==> config.mk <==
export PLATFORM = sky130hd
export DESIGN_NAME = reg_write_arbiter
export DESIGN_NICKNAME = d
export VERILOG_FILES = /design/src/rtl/reg_arb_pkg.sv /design/src/rtl/reg_write_arbiter_rr_pick.sv /design/src/rtl/reg_write_arbiter.sv
export SDC_FILE = /design/constraint.sdc
export NUM_CORES = 1
export LEC_CHECK = 0
export CORE_AREA = 2 2 73 75
export CTS_CLUSTER_DIAMETER = 30
export DETAILED_ROUTE_END_ITERATION = 12
export DIE_AREA = 0 0 75 77
export GPL_ROUTABILITY_DRIVEN = 0
export GPL_TIMING_DRIVEN = 1
export PLACE_DENSITY = 0.65
export SYNTH_ARGS = -nofsm -noshare
export SYNTH_HDL_FRONTEND = slang
export SYNTH_SLANG_ARGS = --single-unit
==> constraint.sdc <==
create_clock -name clk -period 6.6 [get_ports clk]
set_clock_uncertainty 0.1 [all_clocks]
set_input_delay 1.98 -clock clk [delete_from_list [all_inputs] [get_ports clk]]
set_output_delay 1.98 -clock clk [all_outputs]
set_load 0.005 [all_outputs]
==> src/rtl/reg_arb_pkg.sv <==
`default_nettype none
// ============================================================================
//  Module      : reg_arb_pkg
//  Description : Shared constants, state type and helpers for the register
//                write arbiter (reg_write_arbiter + rr_pick).
//                Default requester count, data width and burst limit live
//                here so the top and the bench agree on them.
//  Revision    : 1.0  initial release
// ============================================================================
package reg_arb_pkg;

  localparam int DEF_NUM_REQ   = 3;
  localparam int DEF_DATA_W    = 16;
  localparam int DEF_MAX_BURST = 4;

  // IDLE   : no grant this cycle
  // GRANT  : single unlocked grant
  // LOCKED : burst in progress, owner holds the port
  typedef enum logic [1:0] {
    IDLE   = 2'd0,
    GRANT  = 2'd1,
    LOCKED = 2'd2
  } arb_state_e;

  // One-hot to index. Input is a zero-extended one-hot vector of at most
  // 32 requesters; an all-zero vector maps to 0.
  function automatic int oh2idx(input logic [31:0] oh);
    int r;
    r = 0;
    for (int i = 0; i < 32; i++) begin
      if (oh[i]) r = i;
    end
    return r;
  endfunction

endpackage
`default_nettype wire

==> src/rtl/reg_write_arbiter_rr_pick.sv <==
`default_nettype none
// ============================================================================
//  Module      : rr_pick
//  Description : Combinational rotating-priority picker. Scans req starting
//                at index ptr and wrapping modulo NUM_REQ; the first set bit
//                wins.
//  Ports       : req    [NUM_REQ-1:0] in  - request vector
//                ptr    [PTR_W-1:0]   in  - highest-priority index (< NUM_REQ)
//                winner [NUM_REQ-1:0] out - one-hot winner (zero if none)
//                valid                out - at least one request present
//  Revision    : 1.0  initial release
// ============================================================================
module rr_pick #(
  parameter int NUM_REQ = 3,
  parameter int PTR_W   = 2
) (
  input  logic [NUM_REQ-1:0] req,
  input  logic [PTR_W-1:0]   ptr,
  output logic [NUM_REQ-1:0] winner,
  output logic               valid
);

  always_comb begin
    int         w_pos;
    logic [PTR_W-1:0] w_sel;
    winner = '0;
    valid  = 1'b0;
    w_pos  = 0;
    w_sel  = '0;
    for (int k = 0; k < NUM_REQ; k++) begin
      // ptr is always below NUM_REQ, so one subtraction completes the wrap
      w_pos = int'(ptr) + k;
      if (w_pos >= NUM_REQ) w_pos = w_pos - NUM_REQ;
      w_sel = PTR_W'(w_pos);
      if (!valid && req[w_sel]) begin
        winner[w_sel] = 1'b1;
        valid         = 1'b1;
      end
    end
  end

endmodule
`default_nettype wire

==> src/rtl/reg_write_arbiter.sv <==
`default_nettype none
// ============================================================================
//  Module      : reg_write_arbiter
//  Description : Arbitrates NUM_REQ requesters onto one shared register write
//                port. Round-robin between unlocked requests; a locked winner
//                keeps the port for up to MAX_BURST consecutive grants.
//                gnt and D are registered (1-cycle req->gnt latency);
//                load_en is the OR of the registered grant.
//  Ports       : clk                       in  - clock, rising edge
//                reset                     in  - async reset, active low
//                req   [NUM_REQ-1:0]       in  - request per requester
//                lock  [NUM_REQ-1:0]       in  - burst hold per requester
//                wdata [NUM_REQ*DATA_W-1:0] in - requester i at [i*DATA_W +: DATA_W]
//                gnt   [NUM_REQ-1:0]       out - one-hot-or-zero grant
//                load_en                   out - shared register load enable
//                D     [DATA_W-1:0]        out - shared register data input
//  Revision    : 1.0  initial release
// ============================================================================
module reg_write_arbiter
  import reg_arb_pkg::*;
#(
  parameter int NUM_REQ   = DEF_NUM_REQ,   // 2..32
  parameter int DATA_W    = DEF_DATA_W,
  parameter int MAX_BURST = DEF_MAX_BURST
) (
  input  logic                      clk,
  input  logic                      reset,
  input  logic [NUM_REQ-1:0]        req,
  input  logic [NUM_REQ-1:0]        lock,
  input  logic [NUM_REQ*DATA_W-1:0] wdata,
  output logic [NUM_REQ-1:0]        gnt,
  output logic                      load_en,
  output logic [DATA_W-1:0]         D
);

  localparam int PTR_W   = (NUM_REQ > 1) ? $clog2(NUM_REQ) : 1;
  localparam int BURST_W = $clog2(MAX_BURST + 1);

  // --------------------------------------------------------------------------
  // State
  // --------------------------------------------------------------------------
  arb_state_e           r_state;
  logic [PTR_W-1:0]     r_ptr;
  logic [PTR_W-1:0]     r_owner;
  logic [BURST_W-1:0]   r_burst;
  logic [NUM_REQ-1:0]   r_gnt;
  logic [DATA_W-1:0]    r_d;

  arb_state_e           w_state_nxt;
  logic [PTR_W-1:0]     w_ptr_nxt;
  logic [PTR_W-1:0]     w_owner_nxt;
  logic [BURST_W-1:0]   w_burst_nxt;
  logic [NUM_REQ-1:0]   w_gnt_nxt;
  logic [DATA_W-1:0]    w_d_nxt;

  logic [NUM_REQ-1:0]   w_win;
  logic                 w_valid;
  logic [PTR_W-1:0]     w_win_idx;
  logic                 w_hold;

  // Index following i, modulo NUM_REQ
  function automatic logic [PTR_W-1:0] ptr_inc(input logic [PTR_W-1:0] p);
    if (int'(p) == NUM_REQ - 1) return '0;
    return p + PTR_W'(1);
  endfunction

  rr_pick #(
    .NUM_REQ (NUM_REQ),
    .PTR_W   (PTR_W)
  ) u_rr_pick (
    .req    (req),
    .ptr    (r_ptr),
    .winner (w_win),
    .valid  (w_valid)
  );

  assign w_win_idx = PTR_W'(oh2idx(32'(w_win)));

  // --------------------------------------------------------------------------
  // Next-state / next-output logic
  // --------------------------------------------------------------------------
  always_comb begin
    w_state_nxt = IDLE;
    w_gnt_nxt   = '0;
    w_d_nxt     = r_d;
    w_ptr_nxt   = r_ptr;
    w_owner_nxt = r_owner;
    w_burst_nxt = '0;

    // The owner keeps the port only while it still asks, still locks, and has
    // burst budget left; otherwise fall through to plain round-robin. Since
    // ptr already sits at owner+1, the release arbitration starts there.
    w_hold = (r_state == LOCKED) && req[r_owner] && lock[r_owner] &&
             (r_burst < BURST_W'(MAX_BURST));

    if (w_hold) begin
      w_state_nxt        = LOCKED;
      w_gnt_nxt[r_owner] = 1'b1;
      w_d_nxt            = wdata[r_owner*DATA_W +: DATA_W];
      w_ptr_nxt          = ptr_inc(r_owner);
      w_burst_nxt        = r_burst + BURST_W'(1);
    end else if (w_valid) begin
      w_gnt_nxt = w_win;
      w_d_nxt   = wdata[w_win_idx*DATA_W +: DATA_W];
      w_ptr_nxt = ptr_inc(w_win_idx);
      if (lock[w_win_idx]) begin
        w_state_nxt = LOCKED;
        w_owner_nxt = w_win_idx;
        w_burst_nxt = BURST_W'(1);
      end else begin
        w_state_nxt = GRANT;
      end
    end
  end

  // --------------------------------------------------------------------------
  // Registers
  // --------------------------------------------------------------------------
  always_ff @(posedge clk or negedge reset) begin
    if (!reset) begin
      r_state <= IDLE;
      r_ptr   <= '0;
      r_owner <= '0;
      r_burst <= '0;
      r_gnt   <= '0;
      r_d     <= '0;
    end else begin
      r_state <= w_state_nxt;
      r_ptr   <= w_ptr_nxt;
      r_owner <= w_owner_nxt;
      r_burst <= w_burst_nxt;
      r_gnt   <= w_gnt_nxt;
      r_d     <= w_d_nxt;
    end
  end

  assign gnt     = r_gnt;
  assign load_en = |r_gnt;
  assign D       = r_d;

endmodule
`default_nettype wire

==> Word level (Yosys, flattened, before mapping) <==
Index checks and enable logic that the tools add are counted.
Widths: inputs -> output; s select.
{ "word_totals": {"regBits": 28, "output_inout_bits": 20, "elab_cells": 101} }
{ "op_classes": {"addsub": 8, "magnitude_cmp": 13, "n_eq_ne": 3, "shift": 2, "mux": 52, "n_bitwise": 3, "reduce_logical": 14} }
{ "op_table": {"columns": ["op", "count"], "rows": [
  ["$shiftx 48x7->16", 2],
  ["$mux 16", 2],
  ["$mux 2", 13],
  ["$mux 1", 21],
  ["$mux 3", 6],
  ["$lt 2x3->1 const B", 5],
  ["$bmux 1 s2", 6],
  ["$logic_and 1x1->1", 9],
  ["$demux 1 s2", 4],
  ["$ge 2x1->1 const B", 4],
  ["$eq 2x2->1 const B", 3],
  ["$ge 3x2->1 const B", 2],
  ["$or 3x3->3", 2],
  ["$add 2x1->2 const B", 2],
  ["$sub 2x1->2 const B", 2],
  ["$add 2x1->3 const B", 1],
  ["$add 2x2->3 const B", 1],
  ["$add 3x1->3 const B", 1],
  ["$lt 3x3->1 const B", 1],
  ["$reduce_and 3->1", 1],
  ["$reduce_or 3->1", 1],
  ["$ge 2x2->1 const B", 1],
  ["$logic_not 1->1", 2],
  ["$reduce_bool 2->1", 1],
  ["2 further kinds", 2]
]} }

==> Logic depth before layout (Yosys ltp) <==
{ "logic_depth": {"word_depth": 20, "depth_mapped": 11} }

==> By module <==
From an unflattened synthesis, not the netlist that was laid out.
{ "hier_totals": {"hier_cells": 201, "area_unflattened_um2": 1996.9} }
{ "by_module_without_submodules": {"columns": ["module", "instances", "cells_per_inst", "area_each_um2"], "rows": [
  ["reg_write_arbiter", 1, 163, 1725.4],
  ["rr_pick", 1, 38, 271.5]
]} }

==> Worst setup path before layout <==
Ideal clock, no wire load.
{ "synth_timing": {"path_kind": "input to register", "startpoint": "input port req[2]", "endpoint": "register r_d[10], in the netlist D[10]", "setup_ns": 0.127, "arrival_time_ns": 3.594, "t_required_ns": 6.373, "path_slack_ns": 2.780, "cell_stages": 7, "path_cell_list": "or4b_1 o221ai_1 nand4_1 o31ai_4 buf_8 mux2i_1 o21ai_1"} }
{ "synth_via": {"elab_chain_cells": 14, "elab_cells_between_ends": 29, "classes_between": "shift: 1; mux: 18; bitwise: 2; reduce/logical: 8"} }
{ "synth_rtl": {"columns": ["element", "line_no", "text"], "rows": [
  ["start, declared", "reg_write_arbiter.sv:28", "input logic [NUM_REQ-1:0] req,"],
  ["$bmux 1 s2", "reg_write_arbiter_rr_pick.sv:35", "if (!valid && req[w_sel]) begin"],
  ["$mux 1 (not written as such)", "reg_write_arbiter_rr_pick.sv:35", null],
  ["$mux 1", "reg_write_arbiter_rr_pick.sv:35", null],
  ["$logic_not 1->1", "reg_write_arbiter_rr_pick.sv:35", null],
  ["$logic_and 1x1->1", "reg_write_arbiter_rr_pick.sv:35", null],
  ["$mux 1", "reg_write_arbiter_rr_pick.sv:35", null],
  ["$logic_not 1->1", "reg_write_arbiter_rr_pick.sv:35", null],
  ["$logic_and 1x1->1", "reg_write_arbiter_rr_pick.sv:35", null],
  ["$mux 3", "reg_write_arbiter_rr_pick.sv:35", null],
  ["$mux 1", "reg_arb_pkg.sv:31", "if (oh[i]) r = i;"],
  ["$mux 2", "reg_arb_pkg.sv:31", null],
  ["$shiftx 48x7->16", "reg_write_arbiter.sv:104", "w_d_nxt = wdata[w_win_idx*DATA_W +: DATA_W];"],
  ["$mux 16", "reg_write_arbiter.sv:102", "end else if (w_valid) begin"],
  ["$mux 16", "reg_write_arbiter.sv:96", "if (w_hold) begin"],
  ["end signal, assigned", "reg_write_arbiter.sv:133", "r_d <= w_d_nxt;"],
  ["end, declared", "reg_write_arbiter.sv:47", "logic [DATA_W-1:0] r_d;"]
]} }
Several ways; a longest one is shown, not always the timed one. The select of a mux whose other input is x is not followed.
A chain may end at the register's enable or synchronous reset.

==> Worst setup path in the final report <==
{ "layout_timing": {"startpoint": "input port req[1]", "endpoint": "register r_d[7], in the netlist D[7]"} }
The elaborated chain is that of the path after synthesis.

==> flow_summary.toml <==
[hold_path]
hold_class = "flop to flop"
min_from = "r_burst[0]$_DFF_PN0_"
hold_depth = 1
whs_endpoint = "r_burst[0]$_DFF_PN0_"

[critical_path]
crit_required_ps = 6660
r2r_cells = 8
regToRegEndpoint = "D[7]$_DFFE_PN0P_"
path_max_fanout = 16
startpoint_type = "input port"
r2r_start = "r_ptr[0]$_DFFE_PN0P_"
r2r_slack_ps = 3400
arrival_ps = 4660
critical_path_class = "input port to flop"
cp-startpoint = "req[1]"
critPathCaptureType = "flop"

[route]
wl_um = 4408
vias = 1536
ant_nets = 0
first_pass_iters = 4
routed_via_density = 4.955
drc = 0
drtIter0Drc = 98
avgRoutedWirePerCell_um = 14.22

[power_and_ir_drop]
p_int_uw = 666.5
power_frac_clock_pct = 9.4
powerDensity_nw_per_um2 = 436.2
p_leak_uw = 0.001013
power.share.sequential_pct = 27.1
swShare_pct = 40.43
power.switching_uw = 452.3
total_power_uw = 1119
ir_worst_vdd_mv = 0.2213
comb_power_share_pct = 63.5

[synthesis]
synthAdderAreaFrac_pct = 3.658
synth_area_um2 = 1710
muxShareOfSynthArea_pct = 15.36
synth_seq_area_share_pct = 40.97
synthSimpleGateAreaFrac_pct = 10.02
avgSynthCellArea_um2 = 10.37
ys.flop_type = "dfrtp_1"
async_flop_share_pct = 100.0
synth_top_area_cell = "dfrtp_1"
synthCells = 165
ys_ff_latch = 28
ys_types = 43
synth_top_family_by_area = "compound AO/OA/AOI/OAI gates"
synthXorXnorAreaFrac_pct = 0
synth_edf_count = 0
synth_warnings = 0
yosysTopAreaCellShare_pct = 40.97
synth_nets = 226
synth-compound-area-share_pct = 24.65
synth.area.top_cells = "dfrtp_1, mux2i_1, a22oi_1"

[floorplan]
die_y_um = 77
num_rows = 26
coreArea_um2 = 4977
num_io_pins = 76
initial_utilization_pct = 34.36
die-area_um2 = 5775
fp.dieW_um = 75

[status]
outcome = "finished clean"

[clocking]
cts_setup_buffers = 0
postCtsHoldBufs = 0
cts_buffers = 3
cts_buffer_depth = 2
clockRootBuffer = "clkbuf_8"
cts_tree = "done"
clkSinkCount = 28
path_clk_slew_ps = 90
post_cts_resized = 0
worstSkewPairLatency_ps = 270
htreeDepth = 1

[timing]
final.setup.tns_ps = 0
rsz0062_at_grt = "no"
timing.final.hold_violations = 0
min_period_ps = 4593
worstMarginPinSlew_ps = 1078
min_period_over_period_pct = 69.59
setup_viol = 0
maxSlewHeadroom_pct = 28.15
fmax_ghz = 0.2177
drv_slew = 0

[final_layout]
syn_to_final_growth_pct = 49.96
num_antenna_cells = 0
num-nets-final = 302
drive_gt1_share_pct = 8.333
nFillCells = 457

[global_routing]
grt_overflow_total = 0
grtUsageTotal_pct = 15.48
grt_pass1_wl_um = 7093
grt_max_degree = 29
first_global_vias = 1479
antenna_found_initial = 0

[placement]
portBuffers = 75
place_hpwl_um = 3290

[run]
drv_cap = 0
-- final cells by class --
class	count	area (um2)	share of cell area, %
clock buffer	4	55.05	2.146
timing repair buffer	77	765.7	29.85
multi-input combinational	121	918.4	35.80
sequential	28	700.7	27.32
inverter	10	37.54	1.463
tap	70	87.58	3.415
-- how the worst max path moves through the flow --
stage,cells past startpoint,to
finish,8,D[7]$_DFFE_PN0P_
global route,8,D[7]$_DFFE_PN0P_
floorplan,7,D[10]$_DFFE_PN0P_
global placement,8,D[15]$_DFFE_PN0P_
CTS,8,D[12]$_DFFE_PN0P_
detailed placement,8,D[5]$_DFFE_PN0P_
-- power by group through the flow --
stage | combinational, uW | sequential [uW] | clock, uW
floorplan | 474 | 307 | 0
finish | 710 | 303 | 105
global route | 788 | 314 | 117
global placement | 714 | 305 | 0
CTS | 720 | 303 | 108
detailed placement | 719 | 306 | 0
-- metrics by stage --
stage | cells | area (um2) | hold slack (ps) | utilization (%) | setup slack (ps)
floorplan | 165 | 1710 | 348.7 | - | 2780
global placement | 306 | 2510 | 384.9 | 50.43 | 1747
detailed placement | 306 | 2510 | 372.6 | 50.43 | 1694
CTS | 310 | 2565 | 386.7 | 51.53 | 1987
global route | 310 | 2565 | 418.7 | 51.53 | 1853
finish | 310 | 2565 | 397.1 | 51.53 | 2007
-- cell usage after synthesis, types with 2 or more instances --
cell,number
dfrtp_1,28
mux2i_1,24
a22oi_1,17
o21ai_0,16
o21ai_1,11
inv_1,9
nand2_1,6
a21oi_1,5
ha_1,5
and2_1,3
o22ai_1,3
mux2_2,2
nand2b_1,2
nand3_1,2
nand3b_1,2
nor2_1,2
or3_1,2
-- worst max-delay path, cell delays in order --
cell and delay, ps:
clkdlybuf4s50_1 630, mux2i_1 150, o22ai_1 210, a211oi_2 100, or2_4 280, o31ai_4 930
mux2i_1 290, o21ai_1 70
-- routing by layer --
metal	global-route usage, %	share of wire [%]	vias to the layer above
met5	0	0	-
met4	2.143	0.36	0
met3	2.102	3.4	2
met2	26.32	51	47
met1	21.10	46	716
li1	-	-	771
-- cell usage in the layout (no fill, tap or decap), types with 3 or more instances in the layout --
master / n
clkdlybuf4s50_1: 75
dfrtp_1: 28
mux2i_1: 24
a22oi_1: 17
o21ai_0: 16
o21ai_1: 11
inv_1: 9
nand2_1: 6
a21oi_1: 5
ha_1: 5
clkbuf_8: 4
o22ai_1: 3
and2_1: 3
-- registers in the layout, summed over array words and instances (netlist names) --
| name | count |
|---|---|
| r_ptr | 2 |
| r_state | 2 |
| r_burst | 3 |
| r_owner | 2 |
| D | 16 |
| gnt | 3 |
-- kinds of logic (layout without fill, tap and decap cells) --
group	count (synthesis)	in the layout
AO/OA/AOI/OAI	62	62
adder cells (fa/ha/maj)	5	5
multiplexers	26	26
AND/OR/NAND/NOR	28	28
flip-flops	28	28
buffers and inverters	16	91
No activity file was read; power rests on OpenSTA's default activity.
